$ cat src/rtl/pseudo_spi_xfer_ctrl_if.sv
// Bus bundle between the transfer controller, its SRAM port, the serial scan chain and the CPU/test controller.
interface pseudo_spi_xfer_ctrl_if #(
   parameter int unsigned DATA_WIDTH = 8,
   parameter int unsigned ADDR_WIDTH = 10,
   parameter int unsigned LEN_WIDTH  = 8,
   parameter int unsigned DIV_WIDTH  = 8
);
   logic                  bgn;
   logic                  mode;
   logic [ADDR_WIDTH-1:0] addr_bgn;
   logic [LEN_WIDTH-1:0]  data_len;
   logic [DIV_WIDTH-1:0]  freq_div;
   logic [DATA_WIDTH-1:0] pi;
   logic                  spi_si;
   logic                  sclk1;
   logic                  sclk2;
   logic                  lat;
   logic                  spi_so;
   logic                  cen;
   logic [ADDR_WIDTH-1:0] a;
   logic                  d_we;
   logic [DATA_WIDTH-1:0] po;
   logic                  spi_mux;
   logic                  spi_is_done;

   modport slave (
      input  bgn, mode, addr_bgn, data_len, freq_div, pi, spi_si,
      output sclk1, sclk2, lat, spi_so, cen, a, d_we, po, spi_mux, spi_is_done
   );

   modport master (
      output bgn, mode, addr_bgn, data_len, freq_div, pi, spi_si,
      input  sclk1, sclk2, lat, spi_so, cen, a, d_we, po, spi_mux, spi_is_done
   );
endinterface

$ cat src/rtl/pseudo_spi_xfer_ctrl.sv
// Block mover between SRAM and a two-phase serial scan port; read mode shifts SRAM words out,
// write mode shifts words in and stores them. All outputs are registered from next-state values.
module pseudo_spi_xfer_ctrl #(
   parameter int unsigned DATA_WIDTH = 8,
   parameter int unsigned ADDR_WIDTH = 10,
   parameter int unsigned LEN_WIDTH  = 8,
   parameter int unsigned DIV_WIDTH  = 8
) (
   input  logic                  clk_i,
   input  logic                  rst_n_i,
   pseudo_spi_xfer_ctrl_if.slave bus_io
);
   localparam int unsigned BIT_CNT_W = $clog2(DATA_WIDTH + 1);

   typedef enum logic [2:0] {
      S_IDLE, S_ADDR, S_READ, S_SHIFT, S_LOOP, S_WRITE, S_DONE
   } state_e;

   state_e                state_q, state_d;
   logic                  bgn_q;
   logic                  mode_q, mode_d;
   logic [ADDR_WIDTH-1:0] addr_q, addr_d;
   logic [LEN_WIDTH-1:0]  cnt_q, cnt_d;
   logic [DIV_WIDTH-1:0]  freq_q, freq_d;
   logic [DIV_WIDTH-1:0]  div_q, div_d;
   logic [1:0]            phase_q, phase_d;
   logic [BIT_CNT_W-1:0]  bit_q, bit_d;
   logic [DATA_WIDTH-1:0] shreg_q, shreg_d;

   logic                  sclk1_q, sclk1_d, sclk2_q, sclk2_d;
   logic                  lat_q, lat_d, so_q, so_d;
   logic                  cen_q, cen_d, d_we_q, d_we_d;
   logic [ADDR_WIDTH-1:0] a_q, a_d;
   logic [DATA_WIDTH-1:0] po_q, po_d;
   logic                  mux_q, mux_d, done_q, done_d;

   logic start_c;
   logic phase_end_c;

   assign start_c     = bus_io.bgn & ~bgn_q & ((state_q == S_IDLE) | (state_q == S_DONE));
   assign phase_end_c = (div_q == freq_q);

   always_ff @(posedge clk_i or negedge rst_n_i) begin
      if (!rst_n_i) begin
         state_q <= S_IDLE;
         bgn_q   <= 1'b0;
         mode_q  <= 1'b0;
         addr_q  <= '0;
         cnt_q   <= '0;
         freq_q  <= '0;
         div_q   <= '0;
         phase_q <= '0;
         bit_q   <= '0;
         shreg_q <= '0;
         sclk1_q <= 1'b0;
         sclk2_q <= 1'b0;
         lat_q   <= 1'b0;
         so_q    <= 1'b0;
         cen_q   <= 1'b1;
         d_we_q  <= 1'b0;
         a_q     <= '0;
         po_q    <= '0;
         mux_q   <= 1'b0;
         done_q  <= 1'b0;
      end else begin
         state_q <= state_d;
         bgn_q   <= bus_io.bgn;
         mode_q  <= mode_d;
         addr_q  <= addr_d;
         cnt_q   <= cnt_d;
         freq_q  <= freq_d;
         div_q   <= div_d;
         phase_q <= phase_d;
         bit_q   <= bit_d;
         shreg_q <= shreg_d;
         sclk1_q <= sclk1_d;
         sclk2_q <= sclk2_d;
         lat_q   <= lat_d;
         so_q    <= so_d;
         cen_q   <= cen_d;
         d_we_q  <= d_we_d;
         a_q     <= a_d;
         po_q    <= po_d;
         mux_q   <= mux_d;
         done_q  <= done_d;
      end
   end

   always_comb begin
      state_d = state_q;
      mode_d  = mode_q;
      addr_d  = addr_q;
      cnt_d   = cnt_q;
      freq_d  = freq_q;
      div_d   = div_q;
      phase_d = phase_q;
      bit_d   = bit_q;
      shreg_d = shreg_q;
      lat_d   = 1'b0;

      case (state_q)
         S_IDLE, S_DONE: begin
            // div_q doubles as the LAT timer while in DONE
            if (state_q == S_DONE && !phase_end_c) begin
               div_d = div_q + DIV_WIDTH'(1);
               lat_d = 1'b1;
            end
            if (start_c) begin
               mode_d = bus_io.mode;
               addr_d = bus_io.addr_bgn + ADDR_WIDTH'(1);
               cnt_d  = bus_io.data_len;
               freq_d = bus_io.freq_div;
               div_d  = '0;
               if (bus_io.data_len == '0) begin
                  state_d = S_DONE;
                  lat_d   = 1'b1;
               end else begin
                  state_d = S_ADDR;
                  lat_d   = 1'b0;
               end
            end
         end
         S_ADDR: begin
            state_d = mode_q ? S_SHIFT : S_READ;
            div_d   = '0;
            phase_d = '0;
            bit_d   = '0;
         end
         S_READ: begin
            state_d = S_SHIFT;
            shreg_d = bus_io.pi;
            div_d   = '0;
            phase_d = '0;
            bit_d   = '0;
         end
         S_SHIFT: begin
            if (!phase_end_c) begin
               div_d = div_q + DIV_WIDTH'(1);
            end else begin
               div_d   = '0;
               phase_d = phase_q + 2'd1;
               if (phase_q == 2'd2 && mode_q) begin
                  shreg_d = {bus_io.spi_si, shreg_q[DATA_WIDTH-1:1]};
               end
               if (phase_q == 2'd3) begin
                  if (!mode_q) begin
                     shreg_d = {1'b0, shreg_q[DATA_WIDTH-1:1]};
                  end
                  bit_d = bit_q + BIT_CNT_W'(1);
                  if (bit_q == BIT_CNT_W'(DATA_WIDTH - 1)) begin
                     state_d = S_LOOP;
                  end
               end
            end
         end
         S_LOOP, S_WRITE: begin
            if (state_q == S_LOOP && mode_q) begin
               state_d = S_WRITE;
            end else begin
               cnt_d  = cnt_q - LEN_WIDTH'(1);
               addr_d = addr_q + ADDR_WIDTH'(1);
               div_d  = '0;
               if (cnt_q == LEN_WIDTH'(1)) begin
                  state_d = S_DONE;
                  lat_d   = 1'b1;
               end else begin
                  state_d = S_ADDR;
               end
            end
         end
         default: state_d = S_IDLE;
      endcase

      // Outputs follow the state being entered so they line up with it after the register
      cen_d   = !((state_d == S_ADDR && !mode_d) || state_d == S_WRITE);
      d_we_d  = (state_d == S_WRITE);
      a_d     = cen_d ? a_q : addr_d;
      po_d    = (state_d == S_WRITE) ? shreg_d : po_q;
      so_d    = (state_d == S_SHIFT) && shreg_d[0];
      sclk1_d = (state_d == S_SHIFT) && (phase_d == 2'd0);
      sclk2_d = (state_d == S_SHIFT) && (phase_d == 2'd2);
      mux_d   = !(state_d == S_IDLE || state_d == S_DONE);
      done_d  = (state_d == S_DONE);
   end

   assign bus_io.sclk1       = sclk1_q;
   assign bus_io.sclk2       = sclk2_q;
   assign bus_io.lat         = lat_q;
   assign bus_io.spi_so      = so_q;
   assign bus_io.cen         = cen_q;
   assign bus_io.a           = a_q;
   assign bus_io.d_we        = d_we_q;
   assign bus_io.po          = po_q;
   assign bus_io.spi_mux     = mux_q;
   assign bus_io.spi_is_done = done_q;
endmodule

$ cat src/flat_wrapper.sv
// flat-port wrapper written by rule: the top's interface ports become plain ports
module pseudo_spi_xfer_ctrl_flat 
#(
   parameter int unsigned DATA_WIDTH = 8,
   parameter int unsigned ADDR_WIDTH = 10,
   parameter int unsigned LEN_WIDTH  = 8,
   parameter int unsigned DIV_WIDTH  = 8
)
  (clk_i, rst_n_i, bus_io_bgn, bus_io_mode, bus_io_addr_bgn, bus_io_data_len, bus_io_freq_div, bus_io_pi, bus_io_spi_si, bus_io_sclk1, bus_io_sclk2, bus_io_lat, bus_io_spi_so, bus_io_cen, bus_io_a, bus_io_d_we, bus_io_po, bus_io_spi_mux, bus_io_spi_is_done);
  pseudo_spi_xfer_ctrl_if #(.DATA_WIDTH(DATA_WIDTH), .ADDR_WIDTH(ADDR_WIDTH), .LEN_WIDTH(LEN_WIDTH), .DIV_WIDTH(DIV_WIDTH)) bus_io_i ();
  input  logic clk_i;
  input  logic rst_n_i;
  input wire logic [$bits(bus_io_i.bgn)-1:0] bus_io_bgn;
  input wire logic [$bits(bus_io_i.mode)-1:0] bus_io_mode;
  input wire logic [$bits(bus_io_i.addr_bgn)-1:0] bus_io_addr_bgn;
  input wire logic [$bits(bus_io_i.data_len)-1:0] bus_io_data_len;
  input wire logic [$bits(bus_io_i.freq_div)-1:0] bus_io_freq_div;
  input wire logic [$bits(bus_io_i.pi)-1:0] bus_io_pi;
  input wire logic [$bits(bus_io_i.spi_si)-1:0] bus_io_spi_si;
  output wire logic [$bits(bus_io_i.sclk1)-1:0] bus_io_sclk1;
  output wire logic [$bits(bus_io_i.sclk2)-1:0] bus_io_sclk2;
  output wire logic [$bits(bus_io_i.lat)-1:0] bus_io_lat;
  output wire logic [$bits(bus_io_i.spi_so)-1:0] bus_io_spi_so;
  output wire logic [$bits(bus_io_i.cen)-1:0] bus_io_cen;
  output wire logic [$bits(bus_io_i.a)-1:0] bus_io_a;
  output wire logic [$bits(bus_io_i.d_we)-1:0] bus_io_d_we;
  output wire logic [$bits(bus_io_i.po)-1:0] bus_io_po;
  output wire logic [$bits(bus_io_i.spi_mux)-1:0] bus_io_spi_mux;
  output wire logic [$bits(bus_io_i.spi_is_done)-1:0] bus_io_spi_is_done;
  assign bus_io_i.bgn = bus_io_bgn;
  assign bus_io_i.mode = bus_io_mode;
  assign bus_io_i.addr_bgn = bus_io_addr_bgn;
  assign bus_io_i.data_len = bus_io_data_len;
  assign bus_io_i.freq_div = bus_io_freq_div;
  assign bus_io_i.pi = bus_io_pi;
  assign bus_io_i.spi_si = bus_io_spi_si;
  assign bus_io_sclk1 = bus_io_i.sclk1;
  assign bus_io_sclk2 = bus_io_i.sclk2;
  assign bus_io_lat = bus_io_i.lat;
  assign bus_io_spi_so = bus_io_i.spi_so;
  assign bus_io_cen = bus_io_i.cen;
  assign bus_io_a = bus_io_i.a;
  assign bus_io_d_we = bus_io_i.d_we;
  assign bus_io_po = bus_io_i.po;
  assign bus_io_spi_mux = bus_io_i.spi_mux;
  assign bus_io_spi_is_done = bus_io_i.spi_is_done;
  pseudo_spi_xfer_ctrl #(.DATA_WIDTH(DATA_WIDTH), .ADDR_WIDTH(ADDR_WIDTH), .LEN_WIDTH(LEN_WIDTH), .DIV_WIDTH(DIV_WIDTH)) u_core (.clk_i(clk_i), .rst_n_i(rst_n_i), .bus_io(bus_io_i));
endmodule
$ cat config.mk
export PLATFORM = sky130hd
export DESIGN_NAME = pseudo_spi_xfer_ctrl_flat
export DESIGN_NICKNAME = d
export VERILOG_FILES = /design/src/rtl/pseudo_spi_xfer_ctrl_if.sv /design/src/rtl/pseudo_spi_xfer_ctrl.sv /design/src/flat_wrapper.sv
export SDC_FILE = /design/constraint.sdc
export NUM_CORES = 1
export LEC_CHECK = 0
export BUFFER_PORTS_ARGS = -buffer_cell sky130_fd_sc_hd__buf_2
export CAP_MARGIN = 20
export CORE_AREA = 3 3 127 129
export CTS_BUF_LIST = sky130_fd_sc_hd__clkbuf_16
export CTS_CLUSTER_DIAMETER = 50
export DETAILED_ROUTE_END_ITERATION = 10
export DIE_AREA = 0 0 130 132
export GPL_ROUTABILITY_DRIVEN = 1
export HOLD_SLACK_MARGIN = 0.02
export PLACE_DENSITY = 0.55
export SYNTH_ARGS = -nofsm -noshare
export SYNTH_HDL_FRONTEND = slang
export SYNTH_SLANG_ARGS = --single-unit
$ cat constraint.sdc
create_clock -name clk_i -period 6.9 [get_ports clk_i]
set_input_delay 0 -clock clk_i [delete_from_list [all_inputs] [get_ports clk_i]]
set_output_delay 0 -clock clk_i [all_outputs]
set_load 0.1 [all_outputs]
* After elaboration in Yosys (flattened, before gate mapping)
Index checks and enable logic that the tools add are counted.
** Storage, ports and cells
- Bits in registers :: 79
- Input port bits :: 39
- Output and inout port bits :: 26
- Logic and storage cells :: 116
** Cells by class
- Add/subtract/negate cells :: 6
- Equal/unequal tests :: 21
- Muxes and demuxes :: 38
- Bitwise logic cells :: 4
- Reduce and logical (&&, ||, !) cells :: 27
** Operator list (count)
- $mux 8 :: 10
- $pmux 8 s2 :: 2
- $pmux 8 s4 :: 1
- $mux 3 :: 7
- $add 10x1->10 const B :: 2
- $mux 10 :: 2
- $pmux 10 s2 :: 1
- $eq 3x3->1 const B :: 5
- $pmux 3 s5 :: 1
- $eq 3x2->1 const B :: 3
- $reduce_and 3->1 :: 3
- $add 8x1->8 const B :: 1
- $eq 8x1->1 const B :: 1
- $eq 8x8->1 :: 1
- $logic_not 8->1 :: 1
- $mux 1 :: 8
- $mux 4 :: 2
- $pmux 4 s2 :: 1
- $sub 8x1->8 const B :: 1
- $logic_and 1x1->1 :: 7
- $eq 2x2->1 const B :: 3
- $eq 3x1->1 const B :: 2
- $logic_not 3->1 :: 2
- $ne 2x1->1 const B :: 3
- 18 further kinds :: 26

* Logic depth before layout (Yosys ltp)
- Word-level depth :: 9
- Gate-level depth with buffers :: 8
- Depth with buffers taken out :: 8

* Worst setup path before layout
OpenSTA, ideal clock, no wires.
- Path kind :: flip-flop to flip-flop
- From :: register u_core.cnt_q[2]
- To :: register u_core.a_q[0] (netlist: u_core.bus_io.a[0])
- Data arrival time :: 2.131 ns
- Required time :: 6.774 ns
- Setup slack :: 4.643 ns
- Cell stages (with the launch flop) :: 8
- Path buffers :: 1
- Period minus slack after synthesis :: 2.257 ns
- Cells stage by stage :: dfrtp_1 or4_4 nor4b_4 a21oi_2 o311ai_4 o211a_4 buf_12 mux2_4
** On the way
- Word-level cells in the longest chain between the ends :: 7
- Elaborated cells on any way between the ends :: 8
- Classes of those cells :: eq/ne: 3; mux: 3; reduce/logical: 2
** Ends and longest elaborated chain
- start: declaration :: RTL line pseudo_spi_xfer_ctrl.sv:23 : logic [LEN_WIDTH-1:0] cnt_q, cnt_d;
- start signal: assignment :: RTL line pseudo_spi_xfer_ctrl.sv:70 : cnt_q <= cnt_d;
- $eq 8x1->1 (*) :: RTL line pseudo_spi_xfer_ctrl.sv:163 : if (cnt_q == LEN_WIDTH'(1)) begin
- $mux 3 (*) :: RTL line pseudo_spi_xfer_ctrl.sv:163
- $mux 3 (*) :: RTL line pseudo_spi_xfer_ctrl.sv:157 : if (state_q == S_LOOP && mode_q) begin
- $pmux 3 s5 (*) :: RTL line pseudo_spi_xfer_ctrl.sv:101 : case (state_q)
- via u_core.state_d[2] :: RTL line pseudo_spi_xfer_ctrl.sv:19 : state_e state_q, state_d;
- $eq 3x1->1 :: RTL line pseudo_spi_xfer_ctrl.sv:175 : cen_d = !((state_d == S_ADDR && !mode_d) || state_d == S_WRITE);
- $logic_and 1x1->1 :: RTL line pseudo_spi_xfer_ctrl.sv:175
- $logic_or 1x1->1 (*) :: RTL line pseudo_spi_xfer_ctrl.sv:175
- end signal: assignment :: RTL line pseudo_spi_xfer_ctrl.sv:61 : a_q <= '0;
- end signal: assignment :: RTL line pseudo_spi_xfer_ctrl.sv:82 : a_q <= a_d;
- end: declaration :: RTL line pseudo_spi_xfer_ctrl.sv:33 : logic [ADDR_WIDTH-1:0] a_q, a_d;
The timed path passes the listed nets; every way through them passes the cells marked *.
A chain may end at the register's enable or synchronous reset.

* Worst setup path after layout
- From :: register u_core.state_q[2]
- To :: register u_core.a_q[8] (netlist: u_core.bus_io.a[8])
** On the way
- Elaborated cells on any way between the ends :: 28
- Classes of those cells :: eq/ne: 8; mux: 11; bitwise: 2; reduce/logical: 7
** RTL lines
- start: declaration :: RTL line pseudo_spi_xfer_ctrl.sv:19
- start signal: assignment :: RTL line pseudo_spi_xfer_ctrl.sv:66 : state_q <= state_d;
- $eq 3x3->1 or $logic_not 3->1 (tied branches) :: RTL line pseudo_spi_xfer_ctrl.sv:40, pseudo_spi_xfer_ctrl.sv:101
- $or 1x1->1 :: RTL line pseudo_spi_xfer_ctrl.sv:40 : assign start_c = bus_io.bgn & ~bgn_q & ((state_q == S_IDLE) | (state_q == S_DONE));
- $and 1x1->1 :: RTL line pseudo_spi_xfer_ctrl.sv:40
- $mux 10 :: RTL line pseudo_spi_xfer_ctrl.sv:108 : if (start_c) begin
- $pmux 10 s2 (*) :: RTL line pseudo_spi_xfer_ctrl.sv:101
- via u_core.addr_d[8] :: RTL line pseudo_spi_xfer_ctrl.sv:22 : logic [ADDR_WIDTH-1:0] addr_q, addr_d;
Marked as above.

==> impl_metrics.json <==
{
  "status": "finished clean",
  "slew_headroom_pct": 39.9,
  "via_count": 3495,
  "cts_tree": "yes",
  "synthToLayoutAreaGrowth_pct": 25.9,
  "start_util_pct": 27.5,
  "ant_nets": 0,
  "fp.dieH_um": 132,
  "clock_path_buffers": 2,
  "cp.arrival_ns": 3.03,
  "antenna_found_initial": 0,
  "syn_inst": 415,
  "cts-resized-gates": 0,
  "root_buffer": "clkbuf_16",
  "drc": 0,
  "worstPathRequired_ns": 7.12,
  "crit_path_start_kind": "flip-flop",
  "h-tree-depth": 3,
  "p_seq_share_pct": 33.9,
  "whs_ns": 0.0320,
  "utilization_pct": 34.7,
  "grt-ovfl-total": 0,
  "avgRoutedWirePerCell_um": 15.2,
  "layout_common_cells": "78 x dfrtp_1, 63 x buf_2, 50 x nand2_1",
  "sw_frac_of_total_pct": 45.4,
  "grt_max_degree": 80,
  "track_usage_pct": 12.8,
  "ys_seq_elements": 79,
  "place.gp.congestion": 0.846,
  "wl_um": 10600,
  "intPower_mw": 1.23,
  "synth_compound_area_share_pct": 18.2,
  "netlist_top_cells_area": "dfrtp_1 47%, o21ai_0 4.7%, nand2_1 4.5%, xnor2_1 3.6%, mux2_4 3.2%",
  "synth_adder_area_share_pct": 2.64,
  "cts_made_buffers": 9,
  "antennaDiodeCount": 0,
  "async_flop_share_pct": 100,
  "fp-row-count": 45,
  "rsz0062_at_grt": "no",
  "layout-drive-gt1-share_pct": 22.1,
  "layout_commonest_cell": "dfrtp_1",
  "p_leak_nw": 2.42,
  "yosys.area_share.simple_pct": 17.5,
  "drt_iter0_markers": 359,
  "vdd_ir_drop_max_v": 0.000461,
  "setup_violations": 0,
  "synth_nets": 462,
  "fillCellCount": 1536,
  "coreArea_mm2": 0.0151,
  "dieArea_mm2": 0.0172,
  "synth_top_family_by_area": "compound AO/OA/AOI/OAI gates",
  "cap_violations": 0,
  "cts_sinks": 79,
  "hpwl_um": 7610,
  "muxShareOfSynthArea_pct": 6.36,
  "layout_min_cycle_time_ns": 2.80,
  "synth_edf_count": 0,
  "avgSynthCellArea_um2": 10.1,
  "clk_pin_slew_worst_paths_ns": 0.06,
  "power_frac_clock_pct": 20.5,
  "critPathKind": "flip-flop to flip-flop",
  "finish.net_count": 553,
  "synth_area_mm2": 0.00417,
  "tightest_slew_ns": 0.902,
  "synth_top_area_cell": "dfrtp_1",
  "finalHoldViolations": 0,
  "io_pins": 65,
  "drt_pass1_iterations": 6,
  "cp-end-kind": "flip-flop",
  "finalCritPeriodShare_pct": 40.6,
  "synth_top_area_share_pct": 46.8,
  "ys_warn_count": 0,
  "synth_top_flop_cell": "dfrtp_1",
  "hold_path_class": "input port to flip-flop",
  "cp_max_fo": 25,
  "final.setup_skew_ns": 0.00527,
  "yosysSeqAreaShare_pct": 47.4,
  "portBuffers": 64,
  "finalMaxSlewViolations": 0,
  "p_switching_mw": 1.02,
  "die_w_um": 130,
  "synth_cell_types": 65,
  "setup_tns_ns": 0,
  "fmax_mhz": 357,
  "insertion_delay_ns": 0.34,
  "power_frac_comb_pct": 45.6,
  "grt_pass1_vias": 3405,
  "vias_per_cell": 5.00,
  "p_per_area_mw_per_mm2": 429,
  "grt_pass1_wl_um": 17500,
  "synth_xor_xnor_area_share_pct": 4.20
}
-- synthesized netlist by cell type, types with 8 or more instances --
cell      number
xnor2_1       17
nand2_1       50
nand3_1       15
a21oi_1       18
mux2_4         9
nor2_1        25
clkbuf_1      11
o21ai_0       39
nor3_1         9
inv_1         17
mux2_2         8
ha_1           8
dfrtp_1       78
a22o_1        12
-- metrics by stage --
step	setup WS, ns	power (mW)	cell area (µm²)	cells
6_report	4.10	2.25	5250	699
5_1_grt	3.82	2.41	5250	699
4_1_cts	4.11	2.27	5230	698
3_5_place_dp	4.12	1.78	4660	654
3_3_place_gp	4.20	1.77	4660	654
2_1_floorplan	4.64	1.58	4170	415
-- power by group through the flow --
| stage | Sequential, mW | Combinational [mW] | Clock (mW) |
|---|---|---|---|
| after floorplan | 1.01 | 0.568 | 0 |
| after global placement | 0.765 | 1.00 | 0 |
| after detailed placement | 0.768 | 1.02 | 0 |
| after CTS | 0.762 | 1.03 | 0.477 |
| after global routing | 0.790 | 1.12 | 0.499 |
| final | 0.763 | 1.03 | 0.462 |
-- worst paths after layout --
path                       slack [ns]               from             endpoint  cells after the start
max in group asynchronous        6.13            rst_n_i  u_core.bus_io.sclk1                      3
min in group asynchronous        0.18            rst_n_i   u_core.bus_io.a[7]                      2
max                              4.10  u_core.state_q[2]   u_core.bus_io.a[8]                      6
min reg2reg                      0.50  u_core.shreg_q[4]    u_core.shreg_q[4]                      1
max reg2reg                      4.10  u_core.state_q[2]   u_core.bus_io.a[8]                      6
min                              0.03       bus_io_pi[0]    u_core.shreg_q[0]                      4
-- final cells by class --
| class | instances | area, µm² | area share, % |
|---|---|---|---|
| Multi-Input combinational cell | 303 | 2040 | 38.9 |
| Clock buffer | 9 | 225 | 4.29 |
| Clock inverter | 7 | 63.8 | 1.22 |
| Timing Repair Buffer | 95 | 638 | 12.2 |
| Inverter | 18 | 67.6 | 1.29 |
| Tap cell | 188 | 235 | 4.48 |
| Sequential cell | 79 | 1980 | 37.7 |
-- layer usage --
layer | wire [µm] | GRT usage (%)
met4 | 185 | 3.52
met5 | 0 | 0
met3 | 778 | 4.01
met2 | 4710 | 18.7
met1 | 4980 | 18.2
-- worst max-delay path, cell delays in order, from the launching register on --
cell	delay [ns]
dfrtp_1	0.62
nand2b_1	0.59
a21oi_1	0.58
nand3_1	0.22
o211ai_1	0.22
o311ai_0	0.17
mux2_4	0.28
-- cells by family (layout without fill, tap and decap cells) --
logic type	Yosys count	in the layout
AND/OR/NAND/NOR	142	142
AO/OA/AOI/OAI	111	111
flip-flops	79	79
buffers and inverters	33	129
multiplexers	21	21
XOR/XNOR	20	20
adder cells (fa/ha/maj)	9	9
-- repair_timing --
| action | in CTS | in global routing |
|---|---|---|
| setup buffers | 0 | 0 |
| hold buffers | 28 | 0 |
| endpoints found under the setup margin | 0 | 0 |
| endpoints found under the hold margin | 106 | 0 |
-- registers in the layout, summed over array words and instances (netlist names), 2 cells and up --
| name | cells |
|---|---|
| u_core.addr_q | 10 |
| u_core.bus_io.a | 10 |
| u_core.bus_io.po | 8 |
| u_core.cnt_q | 8 |
| u_core.div_q | 8 |
| u_core.freq_q | 8 |
| u_core.shreg_q | 8 |
| u_core.bit_q | 4 |
| u_core.state_q | 3 |
| u_core.phase_q | 2 |
Note: power is estimated with default switching activity, not from simulation.
